--- src/rtl/gmii_tx_framer.sv ---
// rtl/gmii_tx_framer.sv - GMII transmit framer: preamble, SFD, payload, pad, FCS, inter-frame gap
module gmii_tx_framer #(
    parameter int PREAMBLE_LEN = 7,
    parameter int MIN_PAYLOAD  = 60,
    parameter int ADD_FCS      = 1,
    parameter int IFG_LEN      = 12,
    parameter int CNT_WIDTH    = 16
) (
    input  logic                 tx_clk,
    input  logic                 rst,
    input  logic [7:0]           s_data,
    input  logic                 s_valid,
    input  logic                 s_last,
    output logic                 s_ready,
    output logic [7:0]           txd,
    output logic                 tx_en,
    output logic                 tx_er,
    output logic                 busy,
    output logic [CNT_WIDTH-1:0] frame_count,
    output logic [CNT_WIDTH-1:0] underrun_count
);

    typedef enum logic [2:0] {
        ST_IDLE,
        ST_PRE,
        ST_SFD,
        ST_DATA,
        ST_PAD,
        ST_FCS,
        ST_DROP,
        ST_IFG
    } state_t;

    // Each state names the byte being decided at the coming edge; the wire
    // shows it one cycle later because txd/tx_en/tx_er are registered.
    localparam logic [7:0]  PRE_END  = 8'(PREAMBLE_LEN - 1);
    localparam logic [7:0]  IFG_END  = 8'(IFG_LEN - 1);
    localparam logic [16:0] MIN_PAY  = 17'(MIN_PAYLOAD);
    localparam logic        HAS_FCS  = (ADD_FCS != 0);
    localparam logic        HAS_PRE  = (PREAMBLE_LEN > 1);
    localparam logic [31:0] CRC_INIT = 32'hFFFF_FFFF;
    localparam logic [31:0] CRC_POLY = 32'hEDB8_8320;

    state_t         r_state;
    state_t         w_state_nxt;

    logic [7:0]     r_txd;
    logic           r_tx_en;
    logic           r_tx_er;
    logic [31:0]    r_crc;
    logic [7:0]     r_cnt;
    logic [15:0]    r_bytes;
    logic [CNT_WIDTH-1:0] r_frame_count;
    logic [CNT_WIDTH-1:0] r_underrun_count;

    logic [7:0]     w_txd_nxt;
    logic           w_tx_en_nxt;
    logic           w_tx_er_nxt;
    logic [31:0]    w_crc_nxt;
    logic [7:0]     w_cnt_nxt;
    logic [15:0]    w_bytes_nxt;
    logic           w_frame_done;
    logic           w_underrun;
    logic [16:0]    w_bytes_inc;
    logic [15:0]    w_bytes_sat;
    logic [31:0]    w_crc_inv;
    logic [7:0]     w_fcs_byte;

    // Reflected CRC32, one byte per call, LSB of the byte processed first
    function automatic logic [31:0] crc_byte(input logic [31:0] crc_in, input logic [7:0] data);
        logic [31:0] c;
        c = crc_in ^ {24'h000000, data};
        for (int i = 0; i < 8; i++) begin
            c = c[0] ? ((c >> 1) ^ CRC_POLY) : (c >> 1);
        end
        return c;
    endfunction

    // The byte counter includes pad bytes and saturates rather than wrapping
    assign w_bytes_inc = {1'b0, r_bytes} + 17'd1;
    assign w_bytes_sat = (r_bytes == 16'hFFFF) ? r_bytes : w_bytes_inc[15:0];
    assign w_crc_inv   = ~r_crc;

    // FCS goes out least significant byte first
    always_comb begin
        w_fcs_byte = 8'h00;
        case (r_cnt[1:0])
            2'd0:    w_fcs_byte = w_crc_inv[7:0];
            2'd1:    w_fcs_byte = w_crc_inv[15:8];
            2'd2:    w_fcs_byte = w_crc_inv[23:16];
            default: w_fcs_byte = w_crc_inv[31:24];
        endcase
    end

    // State register
    always_ff @(posedge tx_clk or posedge rst) begin
        if (rst) begin
            r_state <= ST_IDLE;
        end else begin
            r_state <= w_state_nxt;
        end
    end

    // Next state plus the next wire byte, CRC and counter updates
    always_comb begin
        w_state_nxt  = r_state;
        w_txd_nxt    = 8'h00;
        w_tx_en_nxt  = 1'b0;
        w_tx_er_nxt  = 1'b0;
        w_crc_nxt    = r_crc;
        w_cnt_nxt    = r_cnt;
        w_bytes_nxt  = r_bytes;
        w_frame_done = 1'b0;
        w_underrun   = 1'b0;

        case (r_state)
            ST_IDLE: begin
                // First preamble byte is launched here; s_data stays untouched
                if (s_valid) begin
                    w_txd_nxt   = 8'h55;
                    w_tx_en_nxt = 1'b1;
                    w_cnt_nxt   = 8'd1;
                    w_state_nxt = HAS_PRE ? ST_PRE : ST_SFD;
                end
            end

            ST_PRE: begin
                w_txd_nxt   = 8'h55;
                w_tx_en_nxt = 1'b1;
                if (r_cnt == PRE_END) begin
                    w_state_nxt = ST_SFD;
                end else begin
                    w_cnt_nxt = r_cnt + 8'd1;
                end
            end

            ST_SFD: begin
                w_txd_nxt   = 8'hD5;
                w_tx_en_nxt = 1'b1;
                w_crc_nxt   = CRC_INIT;
                w_bytes_nxt = 16'h0000;
                w_state_nxt = ST_DATA;
            end

            ST_DATA: begin
                w_tx_en_nxt = 1'b1;
                if (s_valid) begin
                    w_txd_nxt   = s_data;
                    w_crc_nxt   = crc_byte(r_crc, s_data);
                    w_bytes_nxt = w_bytes_sat;
                    if (s_last) begin
                        w_cnt_nxt = 8'd0;
                        if (w_bytes_inc < MIN_PAY) begin
                            w_state_nxt = ST_PAD;
                        end else if (HAS_FCS) begin
                            w_state_nxt = ST_FCS;
                        end else begin
                            w_state_nxt  = ST_IFG;
                            w_frame_done = 1'b1;
                        end
                    end
                end else begin
                    // Source starved us mid-frame: poison the frame and flush
                    w_tx_er_nxt = 1'b1;
                    w_underrun  = 1'b1;
                    w_state_nxt = ST_DROP;
                end
            end

            ST_PAD: begin
                w_tx_en_nxt = 1'b1;
                w_crc_nxt   = crc_byte(r_crc, 8'h00);
                w_bytes_nxt = w_bytes_sat;
                if (w_bytes_inc >= MIN_PAY) begin
                    w_cnt_nxt = 8'd0;
                    if (HAS_FCS) begin
                        w_state_nxt = ST_FCS;
                    end else begin
                        w_state_nxt  = ST_IFG;
                        w_frame_done = 1'b1;
                    end
                end
            end

            ST_FCS: begin
                w_txd_nxt   = w_fcs_byte;
                w_tx_en_nxt = 1'b1;
                if (r_cnt == 8'd3) begin
                    w_cnt_nxt    = 8'd0;
                    w_state_nxt  = ST_IFG;
                    w_frame_done = 1'b1;
                end else begin
                    w_cnt_nxt = r_cnt + 8'd1;
                end
            end

            ST_DROP: begin
                // Swallow the rest of the aborted frame with the line idle
                if (s_valid && s_last) begin
                    w_cnt_nxt   = 8'd0;
                    w_state_nxt = ST_IFG;
                end
            end

            ST_IFG: begin
                if (r_cnt == IFG_END) begin
                    w_state_nxt = ST_IDLE;
                end else begin
                    w_cnt_nxt = r_cnt + 8'd1;
                end
            end

            default: begin
                w_state_nxt = ST_IDLE;
            end
        endcase
    end

    // Registered GMII outputs, CRC, byte/step counters and statistics
    always_ff @(posedge tx_clk or posedge rst) begin
        if (rst) begin
            r_txd            <= 8'h00;
            r_tx_en          <= 1'b0;
            r_tx_er          <= 1'b0;
            r_crc            <= 32'h0000_0000;
            r_cnt            <= 8'h00;
            r_bytes          <= 16'h0000;
            r_frame_count    <= '0;
            r_underrun_count <= '0;
        end else begin
            r_txd   <= w_txd_nxt;
            r_tx_en <= w_tx_en_nxt;
            r_tx_er <= w_tx_er_nxt;
            r_crc   <= w_crc_nxt;
            r_cnt   <= w_cnt_nxt;
            r_bytes <= w_bytes_nxt;
            if (w_frame_done) begin
                r_frame_count <= r_frame_count + CNT_WIDTH'(1);
            end
            if (w_underrun) begin
                r_underrun_count <= r_underrun_count + CNT_WIDTH'(1);
            end
        end
    end

    assign s_ready        = (r_state == ST_DATA) || (r_state == ST_DROP);
    assign busy           = (r_state != ST_IDLE);
    assign txd            = r_txd;
    assign tx_en          = r_tx_en;
    assign tx_er          = r_tx_er;
    assign frame_count    = r_frame_count;
    assign underrun_count = r_underrun_count;

endmodule

--- config.mk ---
export PLATFORM = sky130hd
export DESIGN_NAME = gmii_tx_framer
export DESIGN_NICKNAME = d
export VERILOG_FILES = /design/src/rtl/gmii_tx_framer.sv
export SDC_FILE = /design/constraint.sdc
export NUM_CORES = 1
export LEC_CHECK = 0
export ABC_AREA = 1
export ABC_CLOCK_PERIOD_IN_PS = 7800
export CORE_MARGIN = 4
export CORE_UTILIZATION = 54
export CTS_CLUSTER_SIZE = 24
export DETAILED_ROUTE_END_ITERATION = 12
export PLACE_DENSITY_LB_ADDON = 0.3
export SLEW_MARGIN = 5
export SYNTH_ARGS = -nofsm -noshare
export SYNTH_HDL_FRONTEND = slang
export SYNTH_SLANG_ARGS = --single-unit
export TNS_END_PERCENT = 1
--- constraint.sdc ---
create_clock -name tx_clk -period 7.8 [get_ports tx_clk]
set_input_delay 1.17 -clock tx_clk [delete_from_list [all_inputs] [get_ports tx_clk]]
set_output_delay 1.17 -clock tx_clk [all_outputs]
set_load 0.1 [all_outputs]
==> impl_metrics.prom <==
# TYPE chip_impl_metric gauge
chip_impl_info{name="status",value="complete, no violations"} 1
chip_impl_info{name="timing.critical_path.from_type",value="flip-flop"} 1
chip_impl_metric{name="route.final.wire_length",unit="mm"} 19.8
chip_impl_metric{name="via_count",unit=""} 6981
chip_impl_metric{name="cts_hold_buffers",unit=""} 0
chip_impl_metric{name="dp_cells",unit=""} 1226
chip_impl_metric{name="power.static_leakage",unit="nW"} 3.87
chip_impl_metric{name="area.growth.synth_to_final",unit="%"} 12.5
chip_impl_metric{name="wl_per_cell",unit="um"} 15.9
chip_impl_metric{name="synth_nets",unit=""} 1038
chip_impl_metric{name="cts_resized",unit=""} 0
chip_impl_metric{name="finalHoldViolCount",unit=""} 0
chip_impl_metric{name="post_cts_buffers",unit=""} 0
chip_impl_metric{name="finClkSkew",unit="ns"} 0.00885
chip_impl_metric{name="detail_route.iter0.violations",unit=""} 841
chip_impl_info{name="rsz0062_at_grt",value="false"} 1
chip_impl_metric{name="tcrit_tclk_final",unit="%"} 53.7
chip_impl_metric{name="r2r.worst_path.cells",unit=""} 10
chip_impl_metric{name="grt_antenna_before_repair",unit=""} 0
chip_impl_info{name="cp_cell_sequence",value="nand2_4, nor2_8, inv_1, nand2_1, clkdlybuf4s50_1"} 1
chip_impl_metric{name="number_of_flops_mapped_to_enable_cells_by_yosys",unit=""} 0
chip_impl_metric{name="slew_violations",unit=""} 0
chip_impl_metric{name="final-setup-viol-count",unit=""} 0
chip_impl_metric{name="fin_tns_setup",unit="ns"} 0
chip_impl_metric{name="clock.fmax",unit="MHz"} 239
chip_impl_metric{name="route.antenna.remaining_nets",unit=""} 0
chip_impl_info{name="tritoncts_clock_tree",value="done"} 1
chip_impl_info{name="timing.critical_path.to_type",value="primary output"} 1
chip_impl_metric{name="post_synth_num_cell_types",unit=""} 49
chip_impl_metric{name="synth-seq-cells",unit=""} 101
chip_impl_metric{name="worstSkewPairLatency",unit="ns"} 0.36
chip_impl_metric{name="synth.yosys.seq_area_share",unit="%"} 33.6
chip_impl_info{name="slowest_stage",value="clkdlybuf4s50_1"} 1
chip_impl_metric{name="clkTransAtPathRegs",unit="ns"} 0.07
chip_impl_metric{name="postSynthCellCount",unit=""} 1018
chip_impl_metric{name="drive_above_1_share",unit="%"} 10.4
chip_impl_metric{name="clock_path_buffers",unit=""} 2
chip_impl_metric{name="place_hpwl",unit="mm"} 14.3
chip_impl_metric{name="critical_path.max_fanout",unit=""} 27
chip_impl_metric{name="ir_worst_vdd",unit="mV"} 0.300
chip_impl_metric{name="portBuffers",unit=""} 55
chip_impl_metric{name="via_per_inst",unit=""} 5.62
chip_impl_info{name="layout.cells.most_common",value="nand2_1"} 1
chip_impl_metric{name="layout_min_cycle_time",unit="ns"} 4.19
chip_impl_info{name="clockRootBuffer",value="clkbuf_16"} 1
chip_impl_metric{name="core-area",unit="sq mm"} 0.0135
chip_impl_metric{name="first_pass_iters",unit=""} 6
chip_impl_metric{name="worst-endpoint-required",unit="ns"} 6.63
chip_impl_metric{name="design.final.nets",unit=""} 1081
chip_impl_metric{name="max-cap-violations",unit=""} 0
chip_impl_metric{name="diodes",unit=""} 0
chip_impl_info{name="dominantRegCellSynth",value="dfrtp_1"} 1
chip_impl_metric{name="fillers",unit=""} 1205
chip_impl_info{name="most-common-layout-cells",value="249 x nand2_1, 102 x inv_1, 101 x dfrtp_1"} 1
chip_impl_metric{name="grt_util_all_layers",unit="%"} 25.2
chip_impl_info{name="timing.hold.worst.class",value="flip-flop to flip-flop"} 1
chip_impl_metric{name="gp_routability_congestion",unit=""} 0.936
chip_impl_metric{name="finalNonFillerCells",unit=""} 1242
chip_impl_metric{name="drc",unit=""} 0
chip_impl_metric{name="synth_async_sr_flop_share",unit="%"} 100
chip_impl_metric{name="grt_pass1_wl",unit="mm"} 32.6
chip_impl_metric{name="starting_utilization_of_the_core_area",unit="%"} 55.9
chip_impl_metric{name="floorplan.die_area",unit="sq mm"} 0.0159
chip_impl_metric{name="slew_headroom",unit="%"} 34.2
chip_impl_metric{name="grt_max_degree",unit=""} 55
chip_impl_metric{name="row_count",unit=""} 42
chip_impl_metric{name="floorplan.die.width",unit="um"} 126
chip_impl_metric{name="yosysWarningCount",unit=""} 0
chip_impl_metric{name="vias_in_the_first_global_route",unit=""} 6489
chip_impl_metric{name="hold_depth",unit=""} 1
chip_impl_metric{name="cts_sinks",unit=""} 101
chip_impl_info{name="path_class",value="flip-flop to primary output"} 1
chip_impl_metric{name="worstMarginPinSlew",unit="ns"} 0.984
chip_impl_metric{name="design_area",unit="sq mm"} 0.00847
chip_impl_metric{name="worst_ep_arrival_time",unit="ns"} 3.02
chip_impl_metric{name="top_level_ports",unit=""} 56
chip_impl_metric{name="synth.avg_cell_area",unit="sq um"} 7.39
chip_impl_metric{name="max_stage_delay",unit="ns"} 1.15
chip_impl_metric{name="cts_made_buffers",unit=""} 9
chip_impl_metric{name="design_power_total",unit="W"} 0.00316
chip_impl_metric{name="mappedNetlistArea",unit="sq mm"} 0.00752
chip_impl_metric{name="power_density",unit="mW/mm^2"} 373
chip_impl_metric{name="grt_overflow_total",unit=""} 0
chip_impl_metric{name="dpl_cell_area",unit="sq mm"} 0.00817
chip_impl_metric{name="dieHeight",unit="um"} 126
chip_impl_metric{name="htree_levels",unit=""} 3
==> cell type report <==
cell class              count  area (sq um)  share of cell area [%]
well taps                 176           220                    2.60
clock buffers              10           229                    2.70
multi-input cells         769          4390                    51.8
repair buffers             56           558                    6.59
flip-flops and latches    101          2530                    29.9
inverters                 124           473                    5.59
clock inverters             6          71.3                   0.842
==> critical path: cells and delay by family, from the launching register on <==
kind / cells / cell delay (ns)
buffers and inverters: 2 / 1.47
DFF: 1 / 0.55
and+or+nand+nor: 3 / 0.65
==> kinds of logic after synthesis <==
group	Yosys count	synth area share [%]
xor+xnor	116	14.1
buf+inv	148	8.11
compound gates	130	11.0
fa+ha+maj	8	1.33
simple gates	515	31.9
flops	101	33.6
==> per-stage QoR <==
step	worst slack (ns)	utilization, %	hold slack (ns)
after CTS	3.59	62.9	0.475
after detailed placement	3.99	60.7	0.460
after global placement	3.99	60.7	0.455
after global routing	3.42	62.9	0.488
after floorplan	3.98	-	0.442
final	3.61	62.9	0.467
==> final timing paths <==
check / startpoint / endpoint / slack [ns]
max in group asynchronous: rst / r_cnt[3] / 5.44
min in group asynchronous: rst / underrun_count[8] / 1.25
worst max register to register: r_crc[0] / r_crc[23] / 4.96
worst max-delay path: r_state[1] / s_ready / 3.61
worst min register to register: underrun_count[15] / underrun_count[15] / 0.47
worst min-delay path: underrun_count[15] / underrun_count[15] / 0.47
==> synthesized netlist by cell type, types with 12 or more instances <==
| library cell | n | area share (%) |
|---|---|---|
| nand2_1 | 249 | 12 |
| inv_1 | 103 | 5.1 |
| dfrtp_1 | 101 | 34 |
| nand3_1 | 87 | 5.8 |
| nor2_1 | 86 | 4.3 |
| xor2_1 | 75 | 8.7 |
| a21oi_1 | 38 | 2.5 |
| xnor2_1 | 37 | 4.3 |
| o21ai_0 | 34 | 2.3 |
| inv_2 | 18 | 0.90 |
| nand4_1 | 17 | 1.4 |
| nand2_2 | 15 | 1.2 |
| a31oi_1 | 12 | 1.0 |
| or2_2 | 12 | 1.0 |
==> metal layers <==
layer	track usage [%]	routed length, um
met1	34.7	8690
met2	39.0	8750
met3	7.49	1970
met4	6.62	359
met5	0	0
==> registers in the layout, indices dropped and copies added (netlist names) <==
register and flops:
r_state 3, r_crc 32, underrun_count 16, tx_er 1
tx_en 1, frame_count 16, txd 8, r_bytes 16
r_cnt 8
==> where the power goes <==
group          leakage (nW)  internal [W]  switching [W]
clock network         0.140      0.000252       0.000214
registers              1.23      0.000634       0.000150
logic                  2.49      0.000585        0.00133
total                  3.87       0.00147        0.00169
No activity file was read; power rests on OpenSTA's default activity.
